**config.mk**
```make
export PLATFORM = sky130hd
export DESIGN_NAME = drum_voice_scheduler
export DESIGN_NICKNAME = d
export VERILOG_FILES = /design/src/rtl/drum_voice_scheduler.sv
export SDC_FILE = /design/constraint.sdc
export NUM_CORES = 1
export LEC_CHECK = 0
export BUFFER_PORTS_ARGS = -buffer_cell sky130_fd_sc_hd__buf_2
export CAP_MARGIN = 10
export CORE_ASPECT_RATIO = 0.6
export CORE_UTILIZATION = 40
export DETAILED_ROUTE_END_ITERATION = 10
export SYNTH_ARGS = -nofsm -noshare
export SYNTH_HDL_FRONTEND = slang
export SYNTH_SLANG_ARGS = --single-unit
```
**constraint.sdc**
```tcl
create_clock -name clk -period 6.7 [get_ports clk]
set_input_delay 0.67 -clock clk [delete_from_list [all_inputs] [get_ports clk]]
set_output_delay 0.67 -clock clk [all_outputs]
set_load 0.03 [all_outputs]
```
**src/rtl/drum_voice_scheduler.sv**
```systemverilog
// drum_voice_scheduler
// 16-step drum sequencer. It shares one single-port sample ROM across
// NUM_VOICES voices by reading one sample per active voice in fixed voice
// order. Each sample_tick produces one saturated, volume-scaled mixed sample.
// Ports:
//   clk, reset                     : clock, asynchronous active-low reset
//   step_tick                      : fire current step, then advance it
//   sample_tick                    : start one mix frame
//   pattern                        : bit v*16+s = voice v fires at step s
//   voice_base, voice_len          : per-voice sample start address / length
//   volume                         : master volume (0 = mute, 7 = unity)
//   rom_addr, rom_data             : shared ROM, data valid ROM_LAT clocks after address
//   audio, audio_valid             : mixed sample and its one-cycle update strobe
//   step, active, busy             : next step, playing voices, frame in progress
// Optional: define DVS_OVERRUN_CNT_EN to add overrun_cnt[7:0]. It is a
// saturating count of sample_ticks that were dropped because a frame was in
// progress.
module drum_voice_scheduler #(
    parameter int unsigned NUM_VOICES = 4,
    parameter int unsigned ADDR_W     = 13,
    parameter int unsigned ROM_LAT    = 1
) (
    input  logic                         clk,
    input  logic                         reset,
    input  logic                         step_tick,
    input  logic                         sample_tick,
    input  logic [NUM_VOICES*16-1:0]     pattern,
    input  logic [NUM_VOICES*ADDR_W-1:0] voice_base,
    input  logic [NUM_VOICES*ADDR_W-1:0] voice_len,
    input  logic [2:0]                   volume,
    output logic [ADDR_W-1:0]            rom_addr,
    input  logic [15:0]                  rom_data,
    output logic [15:0]                  audio,
    output logic                         audio_valid,
    output logic [3:0]                   step,
    output logic [NUM_VOICES-1:0]        active,
    output logic                         busy
`ifdef DVS_OVERRUN_CNT_EN
    ,
    output logic [7:0]                   overrun_cnt
`endif
);

    localparam int unsigned VIDX_W = (NUM_VOICES > 1) ? $clog2(NUM_VOICES) : 1;
    localparam int unsigned WCNT_W = 2;
    localparam int unsigned ACC_W  = 19;
    localparam logic signed [ACC_W-1:0] SAT_MAX = 19'sd32767;
    localparam logic signed [ACC_W-1:0] SAT_MIN = -19'sd32768;

    typedef enum logic [2:0] {S_IDLE, S_ISSUE, S_WAIT, S_ACC, S_OUT} state_t;

    state_t                  state, state_d;
    logic [VIDX_W-1:0]       vidx, vidx_d;
    logic [WCNT_W-1:0]       wcnt, wcnt_d;
    logic signed [ACC_W-1:0] acc, acc_d;
    logic [ADDR_W-1:0]       offset   [NUM_VOICES];
    logic [ADDR_W-1:0]       offset_d [NUM_VOICES];
    logic [ADDR_W-1:0]       base_a   [NUM_VOICES];
    logic [ADDR_W-1:0]       len_a    [NUM_VOICES];
    logic [15:0]             pat_row  [NUM_VOICES];
    logic [NUM_VOICES-1:0]   pending, pending_d, active_d, fires, trig;
    logic [3:0]              step_d;
    logic [ADDR_W-1:0]       rom_addr_d;
    logic [15:0]             audio_d;
    logic                    audio_valid_d;
    logic signed [15:0]      sat;
    logic                    last_voice;

    // Unpack the flat per-voice buses and look up the current step's triggers
    always_comb begin
        for (int unsigned v = 0; v < NUM_VOICES; v++) begin
            base_a[v]  = voice_base[v*ADDR_W +: ADDR_W];
            len_a[v]   = voice_len[v*ADDR_W +: ADDR_W];
            pat_row[v] = pattern[v*16 +: 16];
            fires[v]   = pat_row[v][step];
        end
    end

    assign last_voice = (vidx == VIDX_W'(NUM_VOICES - 1));
    // A step_tick in the same cycle as an accepted sample_tick joins this frame
    assign trig = pending | (step_tick ? fires : '0);

    // Clamp the wide accumulator to the 16-bit signed range
    always_comb begin
        if (acc > SAT_MAX) begin
            sat = 16'sh7FFF;
        end else if (acc < SAT_MIN) begin
            sat = -16'sh8000;
        end else begin
            sat = acc[15:0];
        end
    end

    // State register
    always_ff @(posedge clk or negedge reset) begin
        if (!reset) begin
            state <= S_IDLE;
        end else begin
            state <= state_d;
        end
    end

    // Next-state logic
    always_comb begin
        state_d = state;
        case (state)
            S_IDLE:  if (sample_tick) state_d = S_ISSUE;
            S_ISSUE: begin
                if (active[vidx]) begin
                    state_d = (ROM_LAT > 1) ? S_WAIT : S_ACC;
                end else if (last_voice) begin
                    state_d = S_OUT;
                end
            end
            S_WAIT:  if (wcnt == WCNT_W'(ROM_LAT - 2)) state_d = S_ACC;
            S_ACC:   state_d = last_voice ? S_OUT : S_ISSUE;
            S_OUT:   state_d = S_IDLE;
            default: state_d = S_IDLE;
        endcase
    end

    // Datapath next values; every output is registered from these
    always_comb begin
        step_d        = step;
        pending_d     = pending;
        active_d      = active;
        offset_d      = offset;
        vidx_d        = vidx;
        wcnt_d        = wcnt;
        acc_d         = acc;
        rom_addr_d    = rom_addr;
        audio_d       = audio;
        audio_valid_d = 1'b0;

        if (step_tick) begin
            step_d    = step + 4'd1;
            pending_d = pending | fires;
        end

        case (state)
            S_IDLE: begin
                if (sample_tick) begin
                    for (int unsigned v = 0; v < NUM_VOICES; v++) begin
                        // zero-length voices discard their trigger
                        if (trig[v] && (len_a[v] != '0)) begin
                            active_d[v] = 1'b1;
                            offset_d[v] = '0;
                        end
                    end
                    pending_d = '0;
                    acc_d     = '0;
                    vidx_d    = '0;
                end
            end
            S_ISSUE: begin
                wcnt_d = '0;
                if (!active[vidx] && !last_voice) vidx_d = vidx + VIDX_W'(1);
            end
            S_WAIT: begin
                wcnt_d = wcnt + WCNT_W'(1);
            end
            S_ACC: begin
                acc_d = acc + ACC_W'($signed(rom_data));
                if (offset[vidx] == len_a[vidx] - ADDR_W'(1)) begin
                    active_d[vidx] = 1'b0;
                end else begin
                    offset_d[vidx] = offset[vidx] + ADDR_W'(1);
                end
                if (!last_voice) vidx_d = vidx + VIDX_W'(1);
            end
            S_OUT: begin
                audio_d       = (volume == 3'd0) ? 16'd0 : 16'(sat >>> (3'd7 - volume));
                audio_valid_d = 1'b1;
            end
            default: ;
        endcase

        // Address is registered on entry to ISSUE so it is stable for the whole ISSUE cycle
        if ((state_d == S_ISSUE) && active_d[vidx_d]) begin
            rom_addr_d = base_a[vidx_d] + offset_d[vidx_d];
        end
    end

    // Datapath and output registers
    always_ff @(posedge clk or negedge reset) begin
        if (!reset) begin
            step        <= '0;
            pending     <= '0;
            active      <= '0;
            vidx        <= '0;
            wcnt        <= '0;
            acc         <= '0;
            rom_addr    <= '0;
            audio       <= '0;
            audio_valid <= 1'b0;
            busy        <= 1'b0;
            for (int unsigned v = 0; v < NUM_VOICES; v++) offset[v] <= '0;
        end else begin
            step        <= step_d;
            pending     <= pending_d;
            active      <= active_d;
            vidx        <= vidx_d;
            wcnt        <= wcnt_d;
            acc         <= acc_d;
            rom_addr    <= rom_addr_d;
            audio       <= audio_d;
            audio_valid <= audio_valid_d;
            busy        <= (state_d != S_IDLE);
            for (int unsigned v = 0; v < NUM_VOICES; v++) offset[v] <= offset_d[v];
        end
    end

`ifdef DVS_OVERRUN_CNT_EN
    // Saturating count of sample_ticks dropped mid-frame
    always_ff @(posedge clk or negedge reset) begin
        if (!reset) begin
            overrun_cnt <= '0;
        end else if (sample_tick && (state != S_IDLE) && (overrun_cnt != 8'hFF)) begin
            overrun_cnt <= overrun_cnt + 8'd1;
        end
    end
`endif

endmodule

```
==> results.json, run 1 <==
{
  "setup_tns_ps": 0,
  "drtIter0Drc": 729,
  "slew_violations": 0,
  "ys_seq_area_share_pct": 32.6,
  "area_growth_pct": 23.4,
  "post-place-cells": 1499,
  "seqCellArea_mm2": 0.00303,
  "irDropWorstVdd_uv": 335,
  "whs_ps": 311,
  "power_uw": 7190,
  "die_h_um": 120,
  "period_needed_ps": 6290,
  "path_clk_slew_ps": 60,
  "core_area_mm2": 0.0224,
  "hold_viol_final": 0,
  "preCtsSetupSlack_ps": 140,
  "synth_nets": 1229,
  "finalClockSkew_ps": 10.7,
  "wire_per_inst_um": 20.2,
  "cts-root-buf": "clkbuf_16",
  "syn_area_mm2": 0.00928,
  "cts_tree": "built",
  "synthTopCellsByArea": "dfrtp_1, mux4_2, o21ai_0",
  "antenna_found_initial": 1,
  "yosys_warnings": 0,
  "p_per_area_mw_per_mm2": 628,
  "avgSynthCellArea_um2": 9.29,
  "grt_pass1_wl_mm": 47.6,
  "grt_max_degree": 66,
  "first_pass_iters": 5,
  "finalCritPeriodShare_pct": 93.9,
  "wirelength_mm": 30.9,
  "dieArea_mm2": 0.0238,
  "die_x_um": 199,
  "cts_post_setup_buffers_inserted": 0,
  "clk-insertion-delay-late_ps": 430,
  "detail-route-antenna-nets": 0,
  "synth_edf_count": 0,
  "path_buf_inv": 3,
  "fin_nets": 1441,
  "crit_path_max_incr_delay_ps": 600,
  "cts.sinks": 121,
  "io_buffers": 229,
  "path_delay_family": "simple AND/OR/NAND/NOR gates",
  "place.gp.congestion": 0.863,
  "drive_gt1_share_pct": 29.6,
  "layout_common_cells": "buf_2, dfrtp_1, nand2_1",
  "relSlewSlack_pct": 38.4,
  "status": "complete, no violations",
  "setup_viol": 0,
  "async_flop_share_pct": 100,
  "instances_no_fill": 1531,
  "htree_levels": 4,
  "maxCapViolations": 0,
  "synth_seq_cells": 121,
  "globalRoute.totalOverflow": 0,
  "max-clock-path-buffers": 2,
  "synth-main-ff-cell": "dfrtp_1",
  "via_count": 8799,
  "rows": 42,
  "fillers": 2132,
  "numCtsBuffers": 17,
  "max_freq_mhz": 159,
  "worst_slew_pin_slew_ps": 922,
  "synth_area_leader_cell": "dfrtp_1",
  "grtUsageTotal_pct": 26.5,
  "fin_ws_ps": 410,
  "yosysUniqueCellTypes": 69,
  "start_util_pct": 41.4,
  "critPathMaxFanout": 22,
  "viasPerCell": 5.75,
  "power.leakage_uw": 0.00517,
  "netlist.area_leader.share_pct": 32.6,
  "worstPathRequired_ps": 7030,
  "arrival_ps": 6620,
  "cpMaxStageDelayCell": "mux4_2",
  "drc": 0,
  "final_common_cell": "buf_2",
  "dp_hpwl_mm": 23.8,
  "io_pins": 230,
  "min_path_type": "in2async",
  "setup.worst_path.class": "reg2reg",
  "end_kind": "flop",
  "antenna_cells": 0,
  "grt_pass1_vias": 8271,
  "syn_inst": 998,
  "cp-start-kind": "flop",
  "multi_input_area_mm2": 0.00591
}
==> state kept, by name (all words and copies together) (netlist names), 3 cells and up <==
signal / cells
active: 4
rom_addr: 13
step: 4
offset: 52
audio: 16
pending: 4
state: 3
acc: 19
==> routing by layer <==
metal / up-vias / global-route usage, % / part of all wire [%]
met5: - / 0 / 0
met4: 0 / 5.38 / 0.66
met3: 16 / 6.07 / 8.4
met2: 385 / 36.3 / 40
met1: 4259 / 41.7 / 51
li1: 4139 / - / -
==> cell usage after synthesis (all sizes together) (21+ instances only) <==
master	count
clkbuf	40
mux2i	47
nand3	58
dfrtp	121
ha	38
xor2	28
xnor2	27
o21ai	113
buf	21
inv	22
a21oi	51
mux4	47
nand2	119
nor2	50
==> path summary, 6_finish.rpt <==
| check | from | end | slack [ps] | cells past startpoint |
|---|---|---|---|---|
| max | vidx[0] | rom_addr[12] | 410 | 27 |
| min | reset | rom_addr[8] | 310 | 1 |
| max reg2reg | vidx[0] | rom_addr[12] | 410 | 27 |
| min reg2reg | audio[10] | audio[10] | 470 | 2 |
| max in group asynchronous | reset | audio[8] | 5000 | 2 |
| min in group clk | audio[10] | audio[10] | 470 | 2 |
==> per-stage QoR <==
| step | area [um2] | utilization [%] |
|---|---|---|
| 3_5_place_dp | 10800 | 48.0 |
| 2_1_floorplan | 9280 | - |
| 6_report | 11400 | 51.1 |
| 3_3_place_gp | 10800 | 48.0 |
| 5_1_grt | 11400 | 51.1 |
| 4_1_cts | 11400 | 51.1 |
==> power by group <==
part / switching (uW) / total [uW] / leakage (uW) / internal (uW)
registers: 286 / 1360 / 0.00153 / 1080
clock network: 359 / 1060 / 0.000320 / 700
logic: 2880 / 4770 / 0.00332 / 1890
total: 3520 / 7190 / 0.00517 / 3670
==> what timing repair did <==
action                                 4_1_cts  5_1_grt
hold buffers                                 0        0
resized for setup                            0        5
setup endpoints to repair                    0        2
endpoints found under the hold margin        0        0
==> final cells by class <==
cell class	instances	area share, %
repair buffers	254	11.9
flip-flops and latches	121	26.5
clock buffers	18	3.75
well taps	308	3.37
multi-input cells	793	51.6
clock inverters	14	2.16
inverters	23	0.754
==> cells by family after synthesis <==
logic type	count (synthesis)	share of synthesized area, %
buffers and inverters	84	3.94
adder cells (fa/ha/maj)	40	5.56
flip-flops	121	32.6
AO/OA/AOI/OAI	264	17.4
XOR/XNOR	55	5.19
AND/OR/NAND/NOR	328	17.3
multiplexers	106	17.9
Note: power is estimated with default switching activity, not from simulation.
==> run 2, diff against run 1 <==
- ABC_AREA: default -> 1
==> results.json, run 2 <==
{
  "min_path_type": "in2async",
  "synth_edf_count": 0,
  "htree_levels": 4,
  "ys_seq_area_share_pct": 26.9,
  "relSlewSlack_pct": 33.4,
  "drc": 0,
  "via_count": 13100,
  "maxCapViolations": 0,
  "die_x_um": 218,
  "whs_ps": 308,
  "cp-startpoint": "vidx[0]",
  "dieArea_mm2": 0.0288,
  "wirelength_mm": 43.5,
  "placed_cell_area_mm2": 0.0127,
  "worstPathRequired_ps": 7040,
  "cpMaxStageDelayCell": "dfrtp_2",
  "drive_gt1_share_pct": 16.0,
  "fillers": 2848,
  "io_pins": 230,
  "synthTopCellsByArea": "dfrtp_1, nand2_1, nand3_1",
  "setup_viol": 0,
  "synthSimpleGateAreaFrac_pct": 33.9,
  "core_area_mm2": 0.0276,
  "synth-xor-area-share_pct": 2.49,
  "rsz0062_at_grt": "no",
  "path_delay_family": "simple AND/OR/NAND/NOR gates",
  "slew_violations": 0,
  "cts_tree": "built",
  "grtUsageTotal_pct": 30.3,
  "globalRoute.totalOverflow": 0,
  "start_util_pct": 40.7,
  "area_growth_pct": 17.4,
  "reg.largest.list": "offset: 52 flops, acc: 19 flops, audio: 16 flops",
  "largest_reg_flops": 52,
  "cts_resized": 0,
  "max-clock-path-buffers": 2,
  "reg2reg_from": "vidx[0]",
  "synthTopCellsByCount": "nand2_1, nor2_1, inv_1, nand3_1, o21ai_0",
  "hold_viol_final": 0,
  "crit_path_max_incr_delay_ps": 420,
  "grt_max_degree": 69,
  "utilization_pct": 47.8,
  "synthAdderAreaFrac_pct": 4.59,
  "clk-insertion-delay-late_ps": 460,
  "finalClockSkew_ps": 17.7,
  "final_common_cell": "nand2_1",
  "yosys_warnings": 0,
  "yosysUniqueCellTypes": 56,
  "antenna_found_initial": 0,
  "path_clk_slew_ps": 60,
  "worst_slew_pin_slew_ps": 998,
  "netlist.area_leader.share_pct": 26.9,
  "arrival_ps": 6310,
  "end_kind": "flop",
  "grt_pass1_vias": 11700,
  "detail-route-antenna-nets": 0,
  "path_common_cell": "nand2_1",
  "postLayoutCellArea_mm2": 0.0132,
  "cts.sinks": 121,
  "drtIter0Drc": 1521,
  "antenna_cells": 0,
  "async_flop_share_pct": 100,
  "max_freq_mhz": 167,
  "period_needed_ps": 5970,
  "cts-root-buf": "clkbuf_16",
  "wire_per_inst_um": 18.4,
  "synth_nets": 2041,
  "synth_mux_area_share_pct": 0.312,
  "syn_area_mm2": 0.0112,
  "regMostFlops": "offset",
  "avgSynthCellArea_um2": 6.21,
  "synth_seq_cells": 121,
  "rows": 47,
  "status": "complete, no violations",
  "viasPerCell": 5.54,
  "synth-compound-area-share_pct": 21.6,
  "path_buf_inv": 5,
  "syn_inst": 1810,
  "cp-start-kind": "flop",
  "setup_tns_ps": 0,
  "finalCritPeriodShare_pct": 89.1,
  "grt_pass1_wl_mm": 67.3,
  "yosysMostFrequentCell": "nand2_1",
  "synth_area_leader_cell": "dfrtp_1",
  "fin_nets": 2227,
  "rrSetupSlack_ps": 730,
  "numCtsBuffers": 17,
  "setup.worst_path.class": "reg2reg",
  "layout_common_cells": "nand2_1, buf_2, inv_1, nor2_1, nand3_1",
  "synth-main-ff-cell": "dfrtp_1",
  "synth_top_family_by_area": "simple AND/OR/NAND/NOR gates",
  "critPathMaxFanout": 25,
  "io_buffers": 229,
  "holdBufCountCts": 0,
  "cts_post_setup_buffers_inserted": 0,
  "die_h_um": 132,
  "place.gp.congestion": 0.938,
  "dp_hpwl_mm": 32.9,
  "first_pass_iters": 6
}
==> run 2: layer usage <==
| metal | vias to the layer above | global-route usage, % | wire length [um] |
|---|---|---|---|
| li1 | 6410 | - | - |
| met1 | 6012 | 49.1 | 21700 |
| met2 | 680 | 38.1 | 16100 |
| met3 | 40 | 8.19 | 5080 |
| met4 | 0 | 6.68 | 610 |
| met5 | - | 0 | 0 |
==> run 2: kinds of logic after synthesis <==
family / count (synthesis)
simple gates: 905
flops: 121
buf+inv: 282
compound gates: 427
fa+ha+maj: 40
mux: 3
xor+xnor: 32
==> run 2: path summary, 6_finish.rpt <==
| kind | end | cells past startpoint |
|---|---|---|
| min in group clk | audio[14] | 2 |
| setup / recovery | rom_addr[12] | 39 |
| max in group asynchronous | acc[5] | 2 |
| setup reg to reg | rom_addr[12] | 39 |
| hold reg to reg | audio[14] | 2 |
| hold / removal | offset[4] | 1 |
==> run 2: cell type report <==
type                            count  area (um2)  area share, %
Clock buffer                       21         460           3.49
Inverter                          196         736           5.58
Multi-Input combinational cell   1407        7080           53.7
Clock inverter                      8        75.1          0.569
Tap cell                          367         459           3.48
Sequential cell                   121        3030           23.0
Timing Repair Buffer              253        1350           10.3
==> run 2: worst reg2reg max path, delay by kind of cell, from the launching register on <==
| kind | cells | cell delay [ps] |
|---|---|---|
| AOI/OAI and AO/OA | 6 | 840 |
| buffers and inverters | 5 | 970 |
| adders and majority gates | 2 | 620 |
| xor gates and xnor gates | 1 | 210 |
| and+or+nand+nor | 25 | 2800 |
| DFF | 1 | 420 |
==> run 2: stage by stage <==
stage	instances	setup WS, ps
after floorplan	1810	1830
after global placement	2344	932
after detailed placement	2344	794
after CTS	2373	835
after global routing	2373	197
final	2373	729
Power of run 2 is not shown: default switching activity piles up to over one toggle a cycle in this logic, so the estimate is an artifact.
==> run 3, diff against run 2 <==
- clock period: 6.7 -> 5.6 ns (I/O delays scaled with it)
==> results.json, run 3 (synthesis gave the netlist of run 2 again) <==
{
  "drive_gt1_share_pct": 19.2,
  "io_pins": 230,
  "grt_pass1_wl_mm": 69.2,
  "arrival_ps": 5560,
  "met3_length_mm": 4.70,
  "die_x_um": 218,
  "cts_tree": "built",
  "start_util_pct": 40.7,
  "path_common_cell": "nand2_1",
  "critPathMaxFanout": 23,
  "largest_reg_flops": 52,
  "drc": 0,
  "die_h_um": 132,
  "grt_max_degree": 63,
  "core_area_mm2": 0.0276,
  "min_path_cells": 2,
  "drtIter0Drc": 1487,
  "via_count": 13500,
  "viasPerCell": 5.59,
  "cts.sinks": 121,
  "rr_endpoint": "rom_addr[11]",
  "cp-start-kind": "flop",
  "relSlewSlack_pct": 42.3,
  "io_buffers": 229,
  "globalRoute.totalOverflow": 0,
  "clk-insertion-delay-late_ps": 450,
  "first_pass_iters": 5,
  "htree_levels": 4,
  "worstPathRequired_ps": 5910,
  "layout_common_cells": "nand2_1, buf_2, inv_1",
  "r2r.worst_path.cells": 32,
  "dieArea_mm2": 0.0288,
  "detail-route-antenna-nets": 0,
  "rrSetupSlack_ps": 340,
  "worst_slew_pin_slew_ps": 863,
  "status": "complete, no violations",
  "cts-root-buf": "clkbuf_16",
  "preCtsSetupSlack_ps": 168,
  "path_clk_slew_ps": 60,
  "post-place-cells": 2369,
  "crit_path_max_incr_delay_ps": 500,
  "antenna_found_initial": 0,
  "wirelength_mm": 45.5,
  "reg2reg_from": "vidx[0]",
  "max-clock-path-buffers": 2,
  "rows": 47,
  "area_growth_pct": 23.9,
  "setup_viol": 0,
  "fin_ws_ps": 343,
  "grtUsageTotal_pct": 31.1,
  "finalCritPeriodShare_pct": 93.9,
  "antenna_cells": 0,
  "setup.worst_path.class": "reg2reg",
  "regMostFlops": "offset",
  "slew_violations": 0,
  "min_from": "step_tick",
  "maxCapViolations": 0,
  "postLayoutCellArea_mm2": 0.0139,
  "dr_wl_met2_mm": 16.9,
  "min_to": "step[0]",
  "hold_viol_final": 0,
  "top_layer": "met4",
  "max_freq_mhz": 190,
  "placed_cell_area_mm2": 0.0129,
  "place.gp.congestion": 0.935,
  "instances_no_fill": 2416,
  "fin_nets": 2268,
  "reg.largest.list": "offset: 52 flops, acc: 19 flops, audio: 16 flops",
  "wire_per_inst_um": 18.8,
  "cpMaxStageDelayCell": "dfrtp_2",
  "min_path_type": "in2reg",
  "period_needed_ps": 5260,
  "grt_pass1_vias": 12000,
  "dp_hpwl_mm": 33.7,
  "numCtsBuffers": 17,
  "finalClockSkew_ps": 15.3,
  "wl_met1_mm": 23.3,
  "final_common_cell": "nand2_1",
  "end_kind": "flop"
}
==> run 3: changes by cell type in the layout (fill, tap and decap cells not counted), sizes merged <==
| cell | previous run | this run |
|---|---|---|
| bufinv | 1 | 5 |
| clkinv | 9 | 5 |
| inv | 193 | 195 |
| dlygate4sd3 | 0 | 1 |
| clkbuf | 21 | 23 |
| clkinvlp | 1 | 2 |
| buf | 253 | 290 |
==> run 3: critical path: cells and delay by family, from the launching register on <==
family | cells | cell delay, ps
AOI/OAI and AO/OA | 12 | 1780
adders and majority gates | 1 | 300
buffers and inverters | 4 | 720
DFF | 1 | 500
and+or+nand+nor | 14 | 1640
xor gates and xnor gates | 1 | 170
==> run 3: per-layer routing <==
layer	track usage, %	vias up
met5	0	-
met1	51.0	6282
li1	-	6489
met4	6.22	0
met2	39.4	700
met3	7.52	42
==> run 3: layout make-up <==
cell class | instances | area [um2]
Fill cell | 2843 | 13700
Multi-Input combinational cell | 1407 | 7270
Sequential cell | 121 | 3030
Timing Repair Buffer | 294 | 1780
Inverter | 196 | 743
Tap cell | 367 | 459
Clock buffer | 20 | 447
Clock inverter | 11 | 193
==> run 3: metrics by stage <==
step,utilization [%],setup TNS [ps],hold WS [ps]
global route,50.5,-11.8,440
detailed placement,46.7,0,463
finish,50.5,0,421
floorplan,-,0,264
CTS,49.1,0,406
global placement,46.7,0,462
==> run 3: worst max path at each step <==
stage / start / to / slack (ps) / cells after the start
finish: vidx[0] / rom_addr[11] / 340 / 32
global placement: voice_len[13] / rom_addr[12] / 260 / 38
detailed placement: voice_len[13] / rom_addr[12] / 170 / 37
CTS: vidx[0] / rom_addr[12] / 170 / 37
floorplan: vidx[0] / rom_addr[12] / 800 / 42
global route: vidx[0] / rom_addr[12] / -10 / 40
==> run 3: timing repair <==
item | CTS | global route
setup buffers | 0 | 12
hold endpoints to repair | 16 | 0
resized for setup | 0 | 57
endpoints found under the setup margin | 0 | 4
hold buffers | 1 | 0
Power of run 3 is left out for the same reason.
